File: src/rtl/his_pass_scheduler.sv
// his_pass_scheduler
//   Drives the shared histogram builder through one frame in this order:
//   RAM clear, coarse-histogram (CH) pass, drain, RAM clear, fine-histogram
//   (FH) pass, drain. Timestamps are popped from the per-pixel TDC queues in
//   strict pixel order, one per pixel per acquisition. A pixel that stays
//   silent for TIMEOUT cycles is skipped, and a qualified miss write is sent
//   in its place.
// Ports
//   clk, res        clock; asynchronous active-high reset
//   start           frame request (sampled in IDLE only)
//   abort           synchronous abort to IDLE from any state
//   req / ts        per-pixel timestamp available / timestamp bus (pixel p at [p*NP +: NP])
//   gnt             one-hot combinational pop to the pixel queue
//   wr_en/wr_data   registered builder write strobe and timestamp
//   wr_miss         qualifies wr_en: slot was skipped, wr_data = 0
//   pass            0 = CH pass, 1 = FH pass
//   clr / clr_done  one-cycle builder RAM clear request / clear complete
//   busy            high outside IDLE
//   frame_done      one-cycle pulse after the FH drain
//   miss_cnt        skipped slots this frame, saturating at 255
module his_pass_scheduler #(
  parameter int unsigned NP      = 16,
  parameter int unsigned PIXELS  = 4,
  parameter int unsigned ACQ_NUM = 16,
  parameter int unsigned TIMEOUT = 64,
  parameter int unsigned DRAIN   = 4
) (
  input  logic                 clk,
  input  logic                 res,
  input  logic                 start,
  input  logic                 abort,
  input  logic [PIXELS-1:0]    req,
  input  logic [PIXELS*NP-1:0] ts,
  output logic [PIXELS-1:0]    gnt,
  output logic                 wr_en,
  output logic [NP-1:0]        wr_data,
  output logic                 wr_miss,
  output logic                 pass,
  output logic                 clr,
  input  logic                 clr_done,
  output logic                 busy,
  output logic                 frame_done,
  output logic [7:0]           miss_cnt
);

  localparam int unsigned PW = (PIXELS > 1) ? $clog2(PIXELS) : 1;
  localparam int unsigned AW = $clog2(ACQ_NUM) + 1;
  localparam int unsigned TW = $clog2(TIMEOUT) + 1;
  localparam int unsigned DW = $clog2(DRAIN) + 1;

  typedef enum logic [2:0] {
    S_IDLE, S_CLR_CH, S_ACQ, S_DRAIN, S_CLR_FH, S_DONE
  } state_t;

  state_t            r_state, w_state_nxt;
  logic [PW-1:0]     r_ptr;
  logic [AW-1:0]     r_acq;
  logic [TW-1:0]     r_to;
  logic [DW-1:0]     r_drn;
  logic              r_clr, r_pass, r_wr_en, r_wr_miss;
  logic [NP-1:0]     r_wr_data;
  logic [7:0]        r_miss;
  logic [PIXELS-1:0] w_gnt;
  logic              w_adv, w_tmo, w_last;
  logic [NP-1:0]     w_sel_ts;

  always_ff @(posedge clk or posedge res) begin
    if (res) r_state <= S_IDLE;
    else     r_state <= w_state_nxt;
  end

  always_comb begin
    w_state_nxt = r_state;
    w_gnt       = '0;
    w_adv       = 1'b0;
    w_tmo       = 1'b0;
    w_sel_ts    = ts[r_ptr*NP +: NP];
    w_last      = (r_ptr == PW'(PIXELS-1)) && (r_acq == AW'(ACQ_NUM-1));
    case (r_state)
      S_IDLE:   if (start) w_state_nxt = S_CLR_CH;
      // clr_done coinciding with the clr cycle belongs to an older request
      S_CLR_CH,
      S_CLR_FH: if (!r_clr && clr_done) w_state_nxt = S_ACQ;
      S_ACQ: begin
        if (req[r_ptr]) begin
          w_gnt[r_ptr] = 1'b1;
          w_adv        = 1'b1;
        end else if (r_to == TW'(TIMEOUT-1)) begin
          w_tmo = 1'b1;
          w_adv = 1'b1;
        end
        if (w_adv && w_last) w_state_nxt = S_DRAIN;
      end
      S_DRAIN:  if (r_drn == DW'(DRAIN-1)) w_state_nxt = r_pass ? S_DONE : S_CLR_FH;
      S_DONE:   w_state_nxt = S_IDLE;
      default:  w_state_nxt = S_IDLE;
    endcase
    if (abort) begin
      w_state_nxt = S_IDLE;
      w_gnt       = '0;
      w_adv       = 1'b0;
      w_tmo       = 1'b0;
    end
  end

  always_ff @(posedge clk or posedge res) begin
    if (res) begin
      r_ptr     <= '0;
      r_acq     <= '0;
      r_to      <= '0;
      r_drn     <= '0;
      r_clr     <= 1'b0;
      r_pass    <= 1'b0;
      r_wr_en   <= 1'b0;
      r_wr_miss <= 1'b0;
      r_wr_data <= '0;
      r_miss    <= '0;
    end else begin
      r_wr_en   <= w_adv;
      r_wr_miss <= w_tmo;
      if (w_adv) r_wr_data <= w_tmo ? '0 : w_sel_ts;
      if (w_tmo && r_miss != 8'hFF) r_miss <= r_miss + 8'd1;

      r_clr <= 1'b0;
      if (r_state == S_IDLE && w_state_nxt == S_CLR_CH) begin
        r_clr  <= 1'b1;
        r_pass <= 1'b0;
        r_miss <= '0;
      end
      if (r_state == S_DRAIN && w_state_nxt == S_CLR_FH) begin
        r_clr  <= 1'b1;
        r_pass <= 1'b1;
      end
      if (w_state_nxt == S_IDLE) r_pass <= 1'b0;

      // Slot counters run only while staying in ACQ; any entry or exit restarts them at zero.
      if (r_state != S_ACQ || w_state_nxt != S_ACQ) begin
        r_ptr <= '0;
        r_acq <= '0;
        r_to  <= '0;
      end else if (w_adv) begin
        r_to <= '0;
        if (r_ptr == PW'(PIXELS-1)) begin
          r_ptr <= '0;
          r_acq <= r_acq + AW'(1);
        end else begin
          r_ptr <= r_ptr + PW'(1);
        end
      end else begin
        r_to <= r_to + TW'(1);
      end

      if (r_state == S_DRAIN && w_state_nxt == S_DRAIN) r_drn <= r_drn + DW'(1);
      else                                              r_drn <= '0;
    end
  end

  assign gnt        = w_gnt;
  assign wr_en      = r_wr_en;
  assign wr_data    = r_wr_data;
  assign wr_miss    = r_wr_miss;
  assign pass       = r_pass;
  assign clr        = r_clr;
  assign busy       = (r_state != S_IDLE);
  assign frame_done = (r_state == S_DONE);
  assign miss_cnt   = r_miss;

endmodule

File: config.mk
export PLATFORM = sky130hd
export DESIGN_NAME = his_pass_scheduler
export DESIGN_NICKNAME = d
export VERILOG_FILES = /design/src/rtl/his_pass_scheduler.sv
export SDC_FILE = /design/constraint.sdc
export NUM_CORES = 1
export LEC_CHECK = 0
export ABC_AREA = 1
export CELL_PAD_IN_SITES_DETAIL_PLACEMENT = 1
export CELL_PAD_IN_SITES_GLOBAL_PLACEMENT = 2
export CORE_AREA = 2 2 79 111
export CTS_CLUSTER_SIZE = 25
export DETAILED_ROUTE_END_ITERATION = 10
export DIE_AREA = 0 0 81 113
export DONT_BUFFER_PORTS = 1
export GPL_TIMING_DRIVEN = 1
export PLACE_DENSITY_LB_ADDON = 0.1
export SLEW_MARGIN = 20
export SYNTH_ARGS = -nofsm -noshare
export SYNTH_HDL_FRONTEND = slang
export SYNTH_SLANG_ARGS = --single-unit
File: constraint.sdc
create_clock -name clk -period 3.6 [get_ports clk]
set_clock_uncertainty 0.2 [all_clocks]
set_input_delay 0.54 -clock clk [delete_from_list [all_inputs] [get_ports clk]]
set_output_delay 0.54 -clock clk [all_outputs]
set_load 0.02 [all_outputs]
After elaboration in Yosys (flattened, before gate mapping):

Cells that the tools add are included.

* register bits: 48
* input bits: 73

* add/sub/neg operators: 5
* order comparisons: 2
* eq/ne operators: 15
* shift-type cells: 1
* muxes and demuxes: 39
* reductions and logical operators: 19

Operator list (number)
* 64-bit by 7-bit indexed part select with 16-bit output: 1
* 3-bit two-way mux: 6
* 1-bit two-way mux: 16
* 16-bit two-way mux: 1
* 8-bit two-way mux: 2
* 5-bit two-way mux: 3
* 7-bit two-way mux: 2
* 3-bit by 2-bit == test with 1-bit output, second input constant: 4
* 4-bit two-way mux: 3
* 3-bit case mux with 4 select lines: 1
* 3-bit == test, second input constant: 3
* 8-bit by 1-bit adder with 8-bit output, second input constant: 1
* 1-bit logical AND: 8
* 8-bit != test, second input constant: 1
* 7-bit by 1-bit adder with 7-bit output, second input constant: 1
* 7-bit by 6-bit == test with 1-bit output, second input constant: 1
* 3-bit by 1-bit == test with 1-bit output, second input constant: 2
* 3-bit logical NOT: 2
* 2-bit two-way mux: 3
* 3-bit by 2-bit != test with 1-bit output, second input constant: 2
* 2-bit nonzero test: 3
* 3-bit nonzero test: 2
* 5-bit by 1-bit adder with 5-bit output, second input constant: 1
* 5-bit by 4-bit == test with 1-bit output, second input constant: 1
* other kinds (11): 11

Longest topological paths before layout:

* word-level depth: 13
* mapped depth: 13

Worst setup path after synthesis:

Ideal clock, no wire load.

* path type: input to output
* start: in abort
* end: out gnt[0]
* arrival time: 1.434 ns
* required time: 2.860 ns
* setup slack: 1.426 ns
* stages on the path: 6
* buffers on the path: 1
* cells stage by stage: inv_2 nand2_2 inv_4 nand3_1 clkbuf_1 nor2_1

* longest elaborated chain between the ends: 1

Ends and longest elaborated chain
* start: declaration: line 31 `input logic abort,`
* 4-bit two-way mux: line 98 `if (abort) begin`
* end: declaration: line 34 `output logic [PIXELS-1:0] gnt,`

No other way between the ends.

Final worst setup path:

* start: reg r_ptr[1]
* end: out gnt[1]

* longest elaborated chain between the ends: 7

Ends and longest elaborated chain
* start: declaration: line 56 `logic [PW-1:0] r_ptr;`
* start signal: assignment: line 147 `r_ptr <= r_ptr + PW'(1);`
* 2-bit by 3-bit < comparator with 1-bit output (implied by the code) / 2-bit by 1-bit >= comparator with 1-bit output (equally long branches): line 86 `w_gnt[r_ptr] = 1'b1;`
* 1-bit logical AND (implied by the code): line 86
* 1-bit two-way mux (implied by the code): line 86
* 1-bit demux with 2-bit select: line 86
* 4-bit two-way mux *: line 85 `if (req[r_ptr]) begin`
* 4-bit two-way mux *: line 79 `case (r_state)`
* 4-bit two-way mux *: line 98

Every way passes the cells marked *; elsewhere a longest branch is shown, timed or not. The select of a mux whose other input is x is not followed.

==> key figures <==
Timing
  – Final TNS setup: 0 ps
  – Unrepaired setup endpoints after global routing: false
  – FMAX: around 360 MHz
  – Slew HR: 40.08%
  – Worst-margin pin slew: 897.4 ps
  – Worst hold slack: around 110 ps
  – Hold Vio Cnt, Final: 0
  – Part of the cycle the worst path needs: about three quarters
  – Slew Limit Fails: 0
  – Post-route minimum period: 2742 ps
  – Setup-failing EPs final: 0

Floorplanning
  – Die H: about 110 µm
  – Top Ports: 107
  – CORE AREA: between 8000 and 9000 µm²
  – DIE WIDTH: 81 µm
  – Initial Util: 36.19%
  – Placement Rows: 39
  – Die area: 9153 µm²

GRT
  – Pin count of the biggest net entering global routing: 43
  – Global Route Usage Sum: around a fifth
  – First-pass GRT wire length: roughly 14 mm
  – Total global routing overflow: 0
  – Initial antenna violation count: 0
  – Vias in the first global route: roughly 2800

Synthesis
  – Count leader, synth: nand2_1
  – Post-synth top area cell: dfrtp_1
  – Unique cell type count in the Yosys netlist: 31
  – Post-synth net total: around 460
  – Area share of the largest cell type after synthesis: around two fifths
  – Register area share after synthesis: 40.97%
  – Top FF cell, synth: dfrtp_1
  – Mapped Cells: 379
  – Synth cell count leaders: nand2_1, dfrtp_1, inv_1
  – Synthesized area: 2932 µm²
  – Ys async rst share: 100.0%
  – Ys Warns: 0
  – Synth Area per Inst: 7.735 µm²
  – Area contributors post-synth: dfrtp_1, nand2_1, a32o_1, ha_1, inv_1
  – Synth Register Bits: 48
  – Post-synth EDFFs: 0

Detailed routing
  – Detailed-route via count: 2568
  – Final WL: 8.016 mm
  – 1st-iter DRT viols: 64
  – Remaining antenna violation count: 0
  – WL per Instance: 16.56 µm
  – # DRC: 0
  – First-pass iteration count of the detailed router: 4
  – Vias/cell: around 5.3

Finish
  – FF+latch area: 1201 µm²
  – Area Growth Syn to Fin: 9.603%
  – Nets@finish: 464
  – Fill cell count: 1028
  – Ratio of cells with drive above 1 in the final layout: between 10% and 20%
  – Antenna cells: 0
  – Area of the multi-input gates: 1510 µm²

Setup path
  – FF-to-FF path depth: 8
  – Arr. time, crit path: 2000 ps
  – Required time worst endpoint: 2860 ps
  – Kind of critical path: flip-flop to output pin
  – Critical Path Start Type: flip-flop
  – CP max FO: 18
  – Nature of the critical path endpoint: output pin

Clock tree
  – CTS Root Cell: clkbuf_16
  – Hold Buf Count CTS: 0
  – Clk Latency, worst-skew pair: between 200 and 300 ps
  – H-tree depth: 2
  – TritonCTS buffer count: 5
  – Max Root-Sink Buffers: 2
  – Clk slew on worst S/H paths: 60 ps
  – TritonCTS Sinks: 48
  – CTS tree: done
  – # resized after CTS: 0
  – Setup bufs post-CTS: 0

Power
  – Lkg Pwr: approximately 0.0016 µW
  – Pwr Density: between 400 and 500 nW/µm²
  – Maximum vdd drop: between 0.0002 and 0.00025 V

Place
  – Detailed placement HPWL: 6.136 mm
  – GP Congestion: 0.7341
  – I/O Buffers: 0

Hold path
  – Worst Hold Class: primary input to async pin

Run status
  – Status: finished clean

Run
  – Max-Cap Viols: 0
[final timing paths]
check / slack (ps) / end / startpoint
setup reg to reg: 1180 / r_acq[4] / r_ptr[1]
max in group asynchronous: 2450 / r_ptr[0] / res
min in group clk: 240 / r_drn[0] / r_drn[0]
setup / recovery: 860 / gnt[1] / r_ptr[1]
hold / removal: 110 / r_drn[1] / res
hold reg to reg: 240 / r_drn[0] / r_drn[0]
[power breakdown]
group | switching (µW) | internal (µW) | total, µW
clock | 204 | 274 | 478
sequential | 181 | 628 | 808
combinational | 103 | 63.5 | 167
[layout by cell type, fill, tap and decap left out, types with 2 or more instances in the layout]
| cell type | netlist | final |
|---|---|---|
| a21oi_1 | 17 | 17 |
| a32o_1 | 16 | 16 |
| buf_4 | 0 | 9 |
| clkbuf_16 | 0 | 5 |
| clkinv_2 | 0 | 2 |
| dfrtp_1 | 48 | 48 |
| ha_1 | 10 | 10 |
| inv_1 | 32 | 31 |
| inv_2 | 5 | 6 |
| inv_4 | 3 | 3 |
| nand2_1 | 120 | 120 |
| nand2_2 | 5 | 5 |
| nand2_4 | 3 | 3 |
| nand3_1 | 21 | 21 |
| nand3_2 | 2 | 2 |
| nand3b_1 | 6 | 6 |
| nand4_1 | 3 | 3 |
| nor2_1 | 26 | 26 |
| nor2_2 | 6 | 6 |
| nor3_1 | 4 | 4 |
| o2111ai_1 | 5 | 5 |
| o21ai_0 | 17 | 17 |
| xnor2_1 | 3 | 3 |
| xor2_1 | 6 | 6 |
[cell type report]
type                            instances  area share, %
Multi-Input combinational cell        277          47.00
Clock buffer                            6          4.322
Inverter                               40          4.907
Tap cell                              102          3.972
Sequential cell                        48          37.38
Clock inverter                          2         0.3115
Timing Repair Buffer                    9          2.103
[worst max-delay path, cell delays in order (launching register included)]
cell and delay, ps:
dfrtp_1 450, inv_1 440, buf_4 320, ha_1 170, inv_1 40, nor2_1 130, buf_4 160
[state kept, by name (all words and copies together), names as in the netlist]
| register | flops |
|---|---|
| r_acq | 5 |
| wr_en | 1 |
| pass | 1 |
| clr | 1 |
| wr_miss | 1 |
| r_drn | 3 |
| r_ptr | 2 |
| miss_cnt | 8 |
| r_state | 3 |
| r_to | 7 |
| wr_data | 16 |
[layer usage]
layer / track usage, % / routed length [µm] / vias to the layer above
met5: 0 / 0 / -
met2: 33.44 / 4205 / 70
met1: 22.26 / 3182 / 1243
li1: - / - / 1248
met3: 5.502 / 534 / 7
met4: 4.746 / 93 / 0
[kinds of logic (layout without fill, tap and decap cells)]
kind of cell               Yosys count  after routing  share of synthesized area, %
adders and majority gates           10             10                         4.268
DFF                                 48             48                         40.97
and+or+nand+nor                    200            200                         30.99
buffers and inverters               54             57                         7.512
AOI/OAI and AO/OA                   58             58                         13.57
xor gates and xnor gates             9              9                         2.689
[per-stage QoR]
step                      std cells  power [µW]  util (%)  worst slack (ps)  instance area [µm²]
final                           484        1454     39.67             858.4                 3213
after global routing            484        1541     39.67             687.7                 3213
after CTS                       484        1479     39.67             819.8                 3213
after detailed placement        476       993.3     37.83              1124                 3064
after global placement          476       989.0     37.83              1181                 3064
after floorplan                 379       930.5         -              1426                 2932
(Power assumes the default switching activity.)
